## src/rtl/systolic_pkg.sv

```systemverilog
// rtl/systolic_pkg.sv - shared constants and state encoding for the systolic result collector
package systolic_pkg;

    localparam int D_W_ACC = 64;
    localparam int N_ROWS  = 4;
    localparam int N_COLS  = 4;
    localparam int ROW_W   = $clog2(N_ROWS);
    localparam int COL_W   = $clog2(N_COLS);

    typedef enum logic [1:0] {
        ST_IDLE  = 2'd0,
        ST_DRAIN = 2'd1,
        ST_DONE  = 2'd2
    } collector_state_t;

endpackage

```

## src/rtl/result_fifo.sv

```systemverilog
// rtl/result_fifo.sv - first-word fall-through FIFO holding one PE row's drained results
//
// Ports:
//   clk, rst          clock, synchronous active-high reset (empties the FIFO)
//   push, push_data   write request and data; accepted when not full, or when full and popped
//   pop               remove the head entry (ignored when empty)
//   head              current head entry, valid whenever empty is low
//   empty, full       occupancy flags
module result_fifo #(
    parameter int D_W   = 64,
    parameter int DEPTH = 8
) (
    input  logic           clk,
    input  logic           rst,
    input  logic           push,
    input  logic [D_W-1:0] push_data,
    input  logic           pop,
    output logic [D_W-1:0] head,
    output logic           empty,
    output logic           full
);

    localparam int AW = $clog2(DEPTH);

    logic [D_W-1:0] mem [DEPTH];
    logic [AW:0]    wr_ptr;
    logic [AW:0]    rd_ptr;
    logic           do_pop;
    logic           do_push;

    // Extra wrap bit distinguishes full from empty when the index bits match.
    assign empty = (wr_ptr == rd_ptr);
    assign full  = (wr_ptr[AW] != rd_ptr[AW]) && (wr_ptr[AW-1:0] == rd_ptr[AW-1:0]);

    assign do_pop  = pop && !empty;
    // A pop on the same edge frees the slot the push lands in.
    assign do_push = push && (!full || do_pop);

    always_ff @(posedge clk) begin
        if (rst) begin
            wr_ptr <= '0;
            rd_ptr <= '0;
        end else begin
            if (do_push) wr_ptr <= wr_ptr + 1'b1;
            if (do_pop)  rd_ptr <= rd_ptr + 1'b1;
        end
    end

    always_ff @(posedge clk) begin
        if (!rst && do_push) begin
            mem[wr_ptr[AW-1:0]] <= push_data;
        end
    end

    assign head = mem[rd_ptr[AW-1:0]];

endmodule

```

## src/rtl/systolic_result_collector.sv

```systemverilog
// rtl/systolic_result_collector.sv - captures per-row result chains and re-emits the tile row-major
//
// Ports:
//   clk, rst       clock, synchronous active-high reset
//   in_data        per-row chain outputs, row r at [r*D_W_ACC +: D_W_ACC]
//   in_valid       per-row beat valid (no backpressure on ingress)
//   m_data         output result beat
//   m_valid        output beat valid
//   m_ready        downstream accept
//   m_last         final beat of the tile (last row, last column)
//   m_row          row index of the current beat
//   overflow       sticky flag: an ingress beat was dropped on a full FIFO
//   clr_overflow   clears overflow (a same-cycle drop wins)
//   tile_done      one-cycle pulse after the last beat handshakes
module systolic_result_collector
    import systolic_pkg::*;
#(
    parameter int FIFO_DEPTH = 8
) (
    input  logic                      clk,
    input  logic                      rst,
    input  logic [N_ROWS*D_W_ACC-1:0] in_data,
    input  logic [N_ROWS-1:0]         in_valid,
    output logic [D_W_ACC-1:0]        m_data,
    output logic                      m_valid,
    input  logic                      m_ready,
    output logic                      m_last,
    output logic [ROW_W-1:0]          m_row,
    output logic                      overflow,
    input  logic                      clr_overflow,
    output logic                      tile_done
);

    logic [N_ROWS-1:0]  fifo_empty;
    logic [N_ROWS-1:0]  fifo_full;
    logic [N_ROWS-1:0]  fifo_pop;
    logic [D_W_ACC-1:0] fifo_head [N_ROWS];
    logic [N_ROWS-1:0]  drop;

    collector_state_t   state, state_nxt;
    logic [ROW_W-1:0]   cur_row, row_nxt;
    logic [COL_W-1:0]   cur_col, col_nxt;
    logic               at_last_row;
    logic               at_last_col;

    for (genvar r = 0; r < N_ROWS; r++) begin : g_row
        result_fifo #(
            .D_W   (D_W_ACC),
            .DEPTH (FIFO_DEPTH)
        ) u_fifo (
            .clk       (clk),
            .rst       (rst),
            .push      (in_valid[r]),
            .push_data (in_data[r*D_W_ACC +: D_W_ACC]),
            .pop       (fifo_pop[r]),
            .head      (fifo_head[r]),
            .empty     (fifo_empty[r]),
            .full      (fifo_full[r])
        );
    end

    assign drop = in_valid & fifo_full & ~fifo_pop;

    always_ff @(posedge clk) begin
        if (rst) begin
            overflow <= 1'b0;
        end else if (|drop) begin
            overflow <= 1'b1;
        end else if (clr_overflow) begin
            overflow <= 1'b0;
        end
    end

    always_ff @(posedge clk) begin
        if (rst) begin
            state   <= ST_IDLE;
            cur_row <= '0;
            cur_col <= '0;
        end else begin
            state   <= state_nxt;
            cur_row <= row_nxt;
            cur_col <= col_nxt;
        end
    end

    assign at_last_row = (cur_row == ROW_W'(N_ROWS - 1));
    assign at_last_col = (cur_col == COL_W'(N_COLS - 1));

    // m_data/m_row follow the head of cur_row; the head only moves on a pop,
    // so they stay stable while a beat is stalled.
    assign m_data = fifo_head[cur_row];
    assign m_row  = cur_row;

    always_comb begin
        state_nxt = state;
        row_nxt   = cur_row;
        col_nxt   = cur_col;
        m_valid   = 1'b0;
        m_last    = 1'b0;
        tile_done = 1'b0;
        fifo_pop  = '0;
        case (state)
            ST_IDLE: begin
                row_nxt = '0;
                col_nxt = '0;
                if (!fifo_empty[0]) state_nxt = ST_DRAIN;
            end
            ST_DRAIN: begin
                m_valid = !fifo_empty[cur_row];
                m_last  = at_last_row && at_last_col && m_valid;
                if (m_valid && m_ready) begin
                    fifo_pop[cur_row] = 1'b1;
                    if (at_last_col) begin
                        col_nxt = '0;
                        row_nxt = at_last_row ? '0 : cur_row + 1'b1;
                    end else begin
                        col_nxt = cur_col + 1'b1;
                    end
                    if (m_last) state_nxt = ST_DONE;
                end
            end
            ST_DONE: begin
                tile_done = 1'b1;
                state_nxt = ST_IDLE;
            end
            default: state_nxt = ST_IDLE;
        endcase
    end

endmodule

```

## config.mk

```make
export PLATFORM = sky130hd
export DESIGN_NAME = systolic_result_collector
export DESIGN_NICKNAME = d
export VERILOG_FILES = /design/src/rtl/systolic_pkg.sv /design/src/rtl/result_fifo.sv /design/src/rtl/systolic_result_collector.sv
export SDC_FILE = /design/constraint.sdc
export NUM_CORES = 2
export LEC_CHECK = 0
export BUFFER_PORTS_ARGS = -buffer_cell sky130_fd_sc_hd__buf_2
export CAP_MARGIN = 40
export CORE_MARGIN = 1
export CORE_UTILIZATION = 45
export CTS_CLUSTER_SIZE = 25
export DETAILED_ROUTE_END_ITERATION = 16
export GPL_TIMING_DRIVEN = 0
export PLACE_DENSITY = 0.63
export SLEW_MARGIN = 20
export SYNTH_ARGS = -nofsm -noshare
export SYNTH_HDL_FRONTEND = slang
export SYNTH_HIERARCHICAL = 1
export SYNTH_SLANG_ARGS = --single-unit
```

## constraint.sdc

```tcl
create_clock -name clk -period 10.7 [get_ports clk]
set_input_delay 0.535 -clock clk [delete_from_list [all_inputs] [get_ports clk]]
set_output_delay 0.535 -clock clk [all_outputs]
set_load 0.005 [all_outputs]
```

After elaboration in Yosys (flattened, before gate mapping):

Memories as Yosys holds them, arrays and structs flattened. A register that Yosys moved wholly into a read port is not among the register bits.
Index checks and enable logic that the tools add are counted.

* flip-flop bits (word level): 39
* bits in writable memories: 2048
* bits of input ports: 264
* output and inout bits: 70
* memories kept: 4

Memory list
* g_row[0].u_fifo.mem: depth 8, bits a word 64, read ports 1, clocked after memory_dff 1, wr ports 1, RTL line result_fifo.sv:25 `logic [D_W-1:0] mem [DEPTH];`
* g_row[1].u_fifo.mem: depth 8, bits a word 64, read ports 1, clocked after memory_dff 1, wr ports 1, RTL line result_fifo.sv:25
* g_row[2].u_fifo.mem: depth 8, bits a word 64, read ports 1, clocked after memory_dff 1, wr ports 1, RTL line result_fifo.sv:25
* g_row[3].u_fifo.mem: depth 8, bits a word 64, read ports 1, clocked after memory_dff 1, wr ports 1, RTL line result_fifo.sv:25

* add/sub/neg operators: 10
* magnitude comparators: 3
* equality and inequality tests: 20
* multiplexer cells: 41
* bitwise operators: 4
* reduce and logical (&&, ||, !) cells: 41

Operators with widths (count)
* 64-bit binary-select mux with 2-bit select: 1
* 64-bit 2-to-1 mux: 2
* 4-bit by 1-bit adder with 4-bit output (second input constant): 8
* 3-bit 2-to-1 mux: 8
* 1-bit logical AND: 20
* 4-bit equality test: 4
* 2-bit 2-to-1 mux: 8
* 1-bit 2-to-1 mux: 15
* 3-bit equality test: 4
* 2-bit one-hot mux with 2 select lines: 3
* 1-bit zero test: 10
* 4-bit AND: 2
* 4-bit 2-to-1 mux: 2
* 2-bit inequality test (second input constant): 4
* 2-bit equality test (second input constant): 3
* 3-bit AND reduction: 2
* 2-bit by 1-bit adder with 2-bit output (second input constant): 2
* 1-bit logical OR: 4
* 1-bit inequality test: 4
* 4-bit inverter: 1
* 2-bit nonzero test: 2
* 4-bit OR reduction: 1
* 3-bit >= comparator (second input constant): 1
* 2-bit by 3-bit < comparator with 1-bit output (second input constant): 1
* 7 further kinds: 7

Logic depth before layout (Yosys ltp):

* depth after elaboration: 13
* depth in mapped cells: 12
* gate-level depth less buffers: 10

Modules after synthesis:

The synthesis kept the hierarchy.

By module, submodules not included
* result_fifo: times used 4, cells an instance 824, area an instance 19906.6 µm²
* systolic_result_collector: times used 1, cells an instance 137, area an instance 1995.7 µm²

Least setup slack after synthesis:

Ideal clock, no wire load.

* path kind: register to register
* start: reg g_row[3].u_fifo.wr_ptr[1]
* end: mem g_row[0].u_fifo.mem[1][0], enable pin
* library setup time: 565 ps
* data arrival time: 6442 ps
* data required time: 10135 ps
* path slack: 3693 ps
* stages on the path, launching flop included: 11
* path buffers: 2
* cells stage by stage: dfxtp_1 buf_4 xnor2_2 nand3_1 nor2_1 mux4_2 nor2_1 and2_1 clkbuf_1 o211ai_1 nor3_1

* longest elaborated chain between the ends: 13

Ends and longest elaborated chain
* from (decl): RTL line result_fifo.sv:26 `logic [AW:0] wr_ptr;`
* from (signal assigned): RTL line result_fifo.sv:44 `if (do_push) wr_ptr <= wr_ptr + 1'b1;`
* 4-bit equality test: RTL line result_fifo.sv:32 `assign empty = (wr_ptr == rd_ptr);`
* net fifo_empty[3]: RTL line systolic_result_collector.sv:34 `logic [N_ROWS-1:0] fifo_empty;`
* 1-bit binary-select mux with 2-bit select: RTL line systolic_result_collector.sv:109 `m_valid = !fifo_empty[cur_row];`
* 1-bit 2-to-1 mux (not written as such): RTL line systolic_result_collector.sv:109
* 1-bit zero test: RTL line systolic_result_collector.sv:109
* 1-bit logical AND: RTL line systolic_result_collector.sv:111 `if (m_valid && m_ready) begin`
* 4-bit 2-to-1 mux: RTL line systolic_result_collector.sv:111
* 4-bit 2-to-1 mux: RTL line systolic_result_collector.sv:102 `case (state)`
* net fifo_pop[0]: RTL line systolic_result_collector.sv:36 `logic [N_ROWS-1:0] fifo_pop;`
* 1-bit logical AND: RTL line result_fifo.sv:35 `assign do_pop = pop && !empty;`
* 1-bit logical OR: RTL line result_fifo.sv:37 `assign do_push = push && (!full || do_pop);`
* 1-bit logical AND: RTL line result_fifo.sv:37
* 1-bit logical AND: RTL line result_fifo.sv:50 `if (!rst && do_push) begin`
* 1-bit 2-to-1 mux: RTL line result_fifo.sv:50
* 1-bit 2-to-1 mux (not written as such): RTL line result_fifo.sv:51 `mem[wr_ptr[AW-1:0]] <= push_data;`
* to (decl): RTL line result_fifo.sv:25

The timed path passes the listed nets, and every way through them passes these cells. The select of a mux whose other input is x is not followed.

Worst setup path after layout:

* start: reg g_row[0].u_fifo.wr_ptr[2]
* end: mem g_row[0].u_fifo.mem[1][21], enable pin

* longest elaborated chain between the ends: 13
* elaborated cells on any way between the ends: 17

Ends and longest elaborated chain (RTL line)
* from (decl): result_fifo.sv:26
* from (signal assigned): result_fifo.sv:44
* 4-bit equality test: result_fifo.sv:32
* net fifo_empty[0]: systolic_result_collector.sv:34
* 1-bit binary-select mux with 2-bit select: systolic_result_collector.sv:109
* 1-bit 2-to-1 mux (not written as such): systolic_result_collector.sv:109
* 1-bit zero test: systolic_result_collector.sv:109
* 1-bit logical AND: systolic_result_collector.sv:111
* 4-bit 2-to-1 mux: systolic_result_collector.sv:111
* 4-bit 2-to-1 mux: systolic_result_collector.sv:102
* net fifo_pop[0]: systolic_result_collector.sv:36
* 1-bit logical AND: result_fifo.sv:35
* 1-bit logical OR: result_fifo.sv:37
* 1-bit logical AND: result_fifo.sv:37
* 1-bit logical AND: result_fifo.sv:50
* 1-bit 2-to-1 mux: result_fifo.sv:50
* 1-bit 2-to-1 mux (not written as such): result_fifo.sv:51

The timed path passes the listed nets, and every way through them passes these cells. The select of a mux whose other input is x is not followed.

==> flow_metrics.env <==
export IMPL_status="finished, final reports clean"
export IMPL_synth_fp_nets=3710
export IMPL_share_comb_of_total_power=0.040
export IMPL_synthCells=3433
export IMPL_drt_first_pass_iters=5
export IMPL_cap_violations=0
export IMPL_max_slew_margin=0.443
export IMPL_clk_root_buffer_cell="clkbuf_16"
export IMPL_total_power_w=0.0165
export IMPL_netlist_top_cells_area="edfxtp_1, mux4_2, mux2_2"
export IMPL_max_slew_worst_pin_slew_ps=832
export IMPL_rows=155
export IMPL_yosysTopAreaCell="edfxtp_1"
export IMPL_fin_skew_ps=25.7
export IMPL_hp_class="in2reg"
export IMPL_grt_total_usage=0.214
export IMPL_clock_sinks=2099
export IMPL_synth_edff_count=2048
export IMPL_io_pins=334
export IMPL_vias=39076
export IMPL_power_switching_w=0.00329
export IMPL_p_clk_frac=0.405
export IMPL_intPower_w=0.0132
export IMPL_layout_drive_gt1_share=0.379
export IMPL_numCtsBuffers=198
export IMPL_finalWirelength_mm=196
export IMPL_grt_pass1_wl_mm=281
export IMPL_p_leak_nw=30.5
export IMPL_start_util=0.455
export IMPL_syn_area_um2=81600
export IMPL_crit_type="reg2reg"
export IMPL_ctsHtreeMaxLevel=4
export IMPL_cts_tree="done"
export IMPL_path_max_fanout=9
export IMPL_async_reset_ff_frac=0
export IMPL_seq_area_frac_synth=0.766
export IMPL_wl_per_cell_um=28.3
export IMPL_max_freq_mhz=183
export IMPL_cts_buffer_depth=3
export IMPL_avgSynthCellArea_um2=23.8
export IMPL_grt_pass1_vias=39602
export IMPL_r2r_start="g_row[0].u_fifo/wr_ptr[2]"
export IMPL_hpwl_mm=135
export IMPL_synth_top_area_frac=0.753
export IMPL_reg2reg_slack_ps=5230
export IMPL_clk_pin_slew_ps=60
export IMPL_synthToLayoutAreaGrowth_pct=19.6
export IMPL_ys_ff_latch=2099
export IMPL_min_period_ps=5470
export IMPL_die_width_um=428
export IMPL_hold_slack_ps=117
export IMPL_synth_cell_type_count=48
export IMPL_rsz0062_at_grt="false"
export IMPL_die_h_um=428
export IMPL_r2r_end="g_row[0].u_fifo/mem[1][21]"
export IMPL_antenna_found_initial=83
export IMPL_grt_overflow=0
export IMPL_post_route_period_util=0.511
export IMPL_peakVddDrop_mv=0.135
export IMPL_synth_common_cells="edfxtp_1, mux4_2, mux2_2"
export IMPL_nNetsFinal=4662
export IMPL_drv_slew=0
export IMPL_reg2reg_depth=18
export IMPL_start_kind="flop"
export IMPL_p_sw_frac=0.200
export IMPL_fillers=13287
export IMPL_ant_nets=0
export IMPL_viasPerCell=5.65
export IMPL_crit_end="g_row[0].u_fifo/mem[1][21]"
export IMPL_synth_most_common_cell="edfxtp_1"
export IMPL_cp_data_required_time_ps=11220
export IMPL_seq_power_share=0.555
export IMPL_cp_end_kind="flop"
export IMPL_drt_iter0_markers=4460
export IMPL_ys_warn_count=6
export IMPL_gp_congestion=0.858
export IMPL_numPortBuffers=333
export IMPL_setup_violations_final=0
export IMPL_insertion_delay_ps=820
export IMPL_drc=0
export IMPL_cp_arrival_ps=5990
export IMPL_synth_main_ff_cell="edfxtp_1"
export IMPL_die_area_um2=183000
export IMPL_powerDensity_nw_per_um2=169
export IMPL_core_um2=179000
export IMPL_hold_violations=0
export IMPL_grt_max_degree=21
export IMPL_critPathLaunch="g_row[0].u_fifo/wr_ptr[2]"
layout by cell type (no fill, tap or decap), types with 12 or more instances in the layout:
cell type,instances
buf_4,79
clkbuf_1,111
buf_12,50
nor2_1,19
bufinv_16,12
dfxtp_1,51
buf_16,25
buf_2,353
clkinv_2,31
diode_2,24
dlygate4sd3_1,256
inv_1,24
buf_1,40
mux4_2,577
nand3_1,13
buf_6,74
nand2_1,31
edfxtp_1,2048
ha_1,13
clkinv_1,44
nor2_4,24
clkbuf_16,205
mux2_2,256
logic make-up (layout without fill, tap and decap cells):
group / Yosys count / in the layout / share of synthesized area
other cells: 0 / 24 / 0
xor+xnor: 24 / 24 / 0.00331
simple gates: 174 / 174 / 0.0115
compound gates: 77 / 77 / 0.00694
mux: 838 / 838 / 0.195
fa+ha+maj: 13 / 13 / 0.00199
flops: 2099 / 2099 / 0.766
buf+inv: 208 / 1317 / 0.0151
worst min path at each step:
stage           startpoint         end  cells past startpoint
2_1_floorplan   cur_col[1]  cur_col[1]                      2
3_3_place_gp    cur_col[1]  cur_col[1]                      2
3_5_place_dp    cur_col[1]  cur_col[1]                      2
4_1_cts        in_valid[1]    overflow                      3
5_1_grt                rst  cur_col[0]                      2
6_report       in_valid[1]    overflow                      3
state kept, by name (all words and copies together), names as in the netlist, named ones only:
name,count
cur_col,2
g_row.u_fifo/mem,2048
g_row.u_fifo/rd_ptr,16
g_row.u_fifo/wr_ptr,16
m_row,2
overflow,1
state,2
power by group through the flow:
stage / registers, W / logic (W) / clock network, W
floorplan: 0.00934 / 0.000222 / 0
global placement: 0.00936 / 0.000504 / 0
detailed placement: 0.00933 / 0.000562 / 0
CTS: 0.00916 / 0.000661 / 0.00680
global route: 0.00916 / 0.000697 / 0.00709
finish: 0.00916 / 0.000660 / 0.00668
final cells by class:
type	instances	area [µm²]	area share
multi-input cells	1126	18100	0.185
clock inverters	98	769	0.00788
repair buffers	752	6670	0.0683
flip-flops and latches	2099	62500	0.640
well taps	2355	2950	0.0302
plain buffers	184	1140	0.0117
diodes	24	60.1	0.000615
inverters	24	90.1	0.000923
clock buffers	259	5350	0.0548
worst max-delay path, cell delays in order, from the launching register on:
cell	delay (ps)
dfxtp_1	300
buf_2	170
xnor2_2	180
nand3_1	90
nor2_1	140
mux4_2	550
nor2_1	460
and2_1	320
clkbuf_1	340
o211ai_1	390
nor3_2	610
buf_4	290
buf_4	180
buf_4	190
buf_4	200
buf_4	180
buf_4	210
buf_4	210
buf_6	160
stage by stage:
| stage | util | TNS (ps) | setup WS [ps] | std cells | instance area, µm² |
|---|---|---|---|---|---|
| after floorplan | - | 0 | 3690 | 3433 | 81600 |
| after global placement | 0.481 | -816580 | -1860 | 6121 | 86200 |
| after detailed placement | 0.495 | 0 | 5190 | 6283 | 88900 |
| after CTS | 0.544 | 0 | 5160 | 6896 | 97600 |
| after global routing | 0.544 | 0 | 4850 | 6913 | 97600 |
| final | 0.544 | 0 | 5230 | 6921 | 97600 |
metal layers:
metal,routed length [µm],track usage,part of all wire
met5,227,0,0.0012
met1,80500,0.294,0.41
met3,12200,0.0366,0.062
met4,7660,0.0794,0.039
met2,95600,0.346,0.49
what timing repair did:
item	CTS	global route
hold buffers	256	0
endpoints found under the hold margin	2048	0
buffers inserted	0	0
gates resized for setup	0	0
No activity file was read; power rests on OpenSTA's default activity.
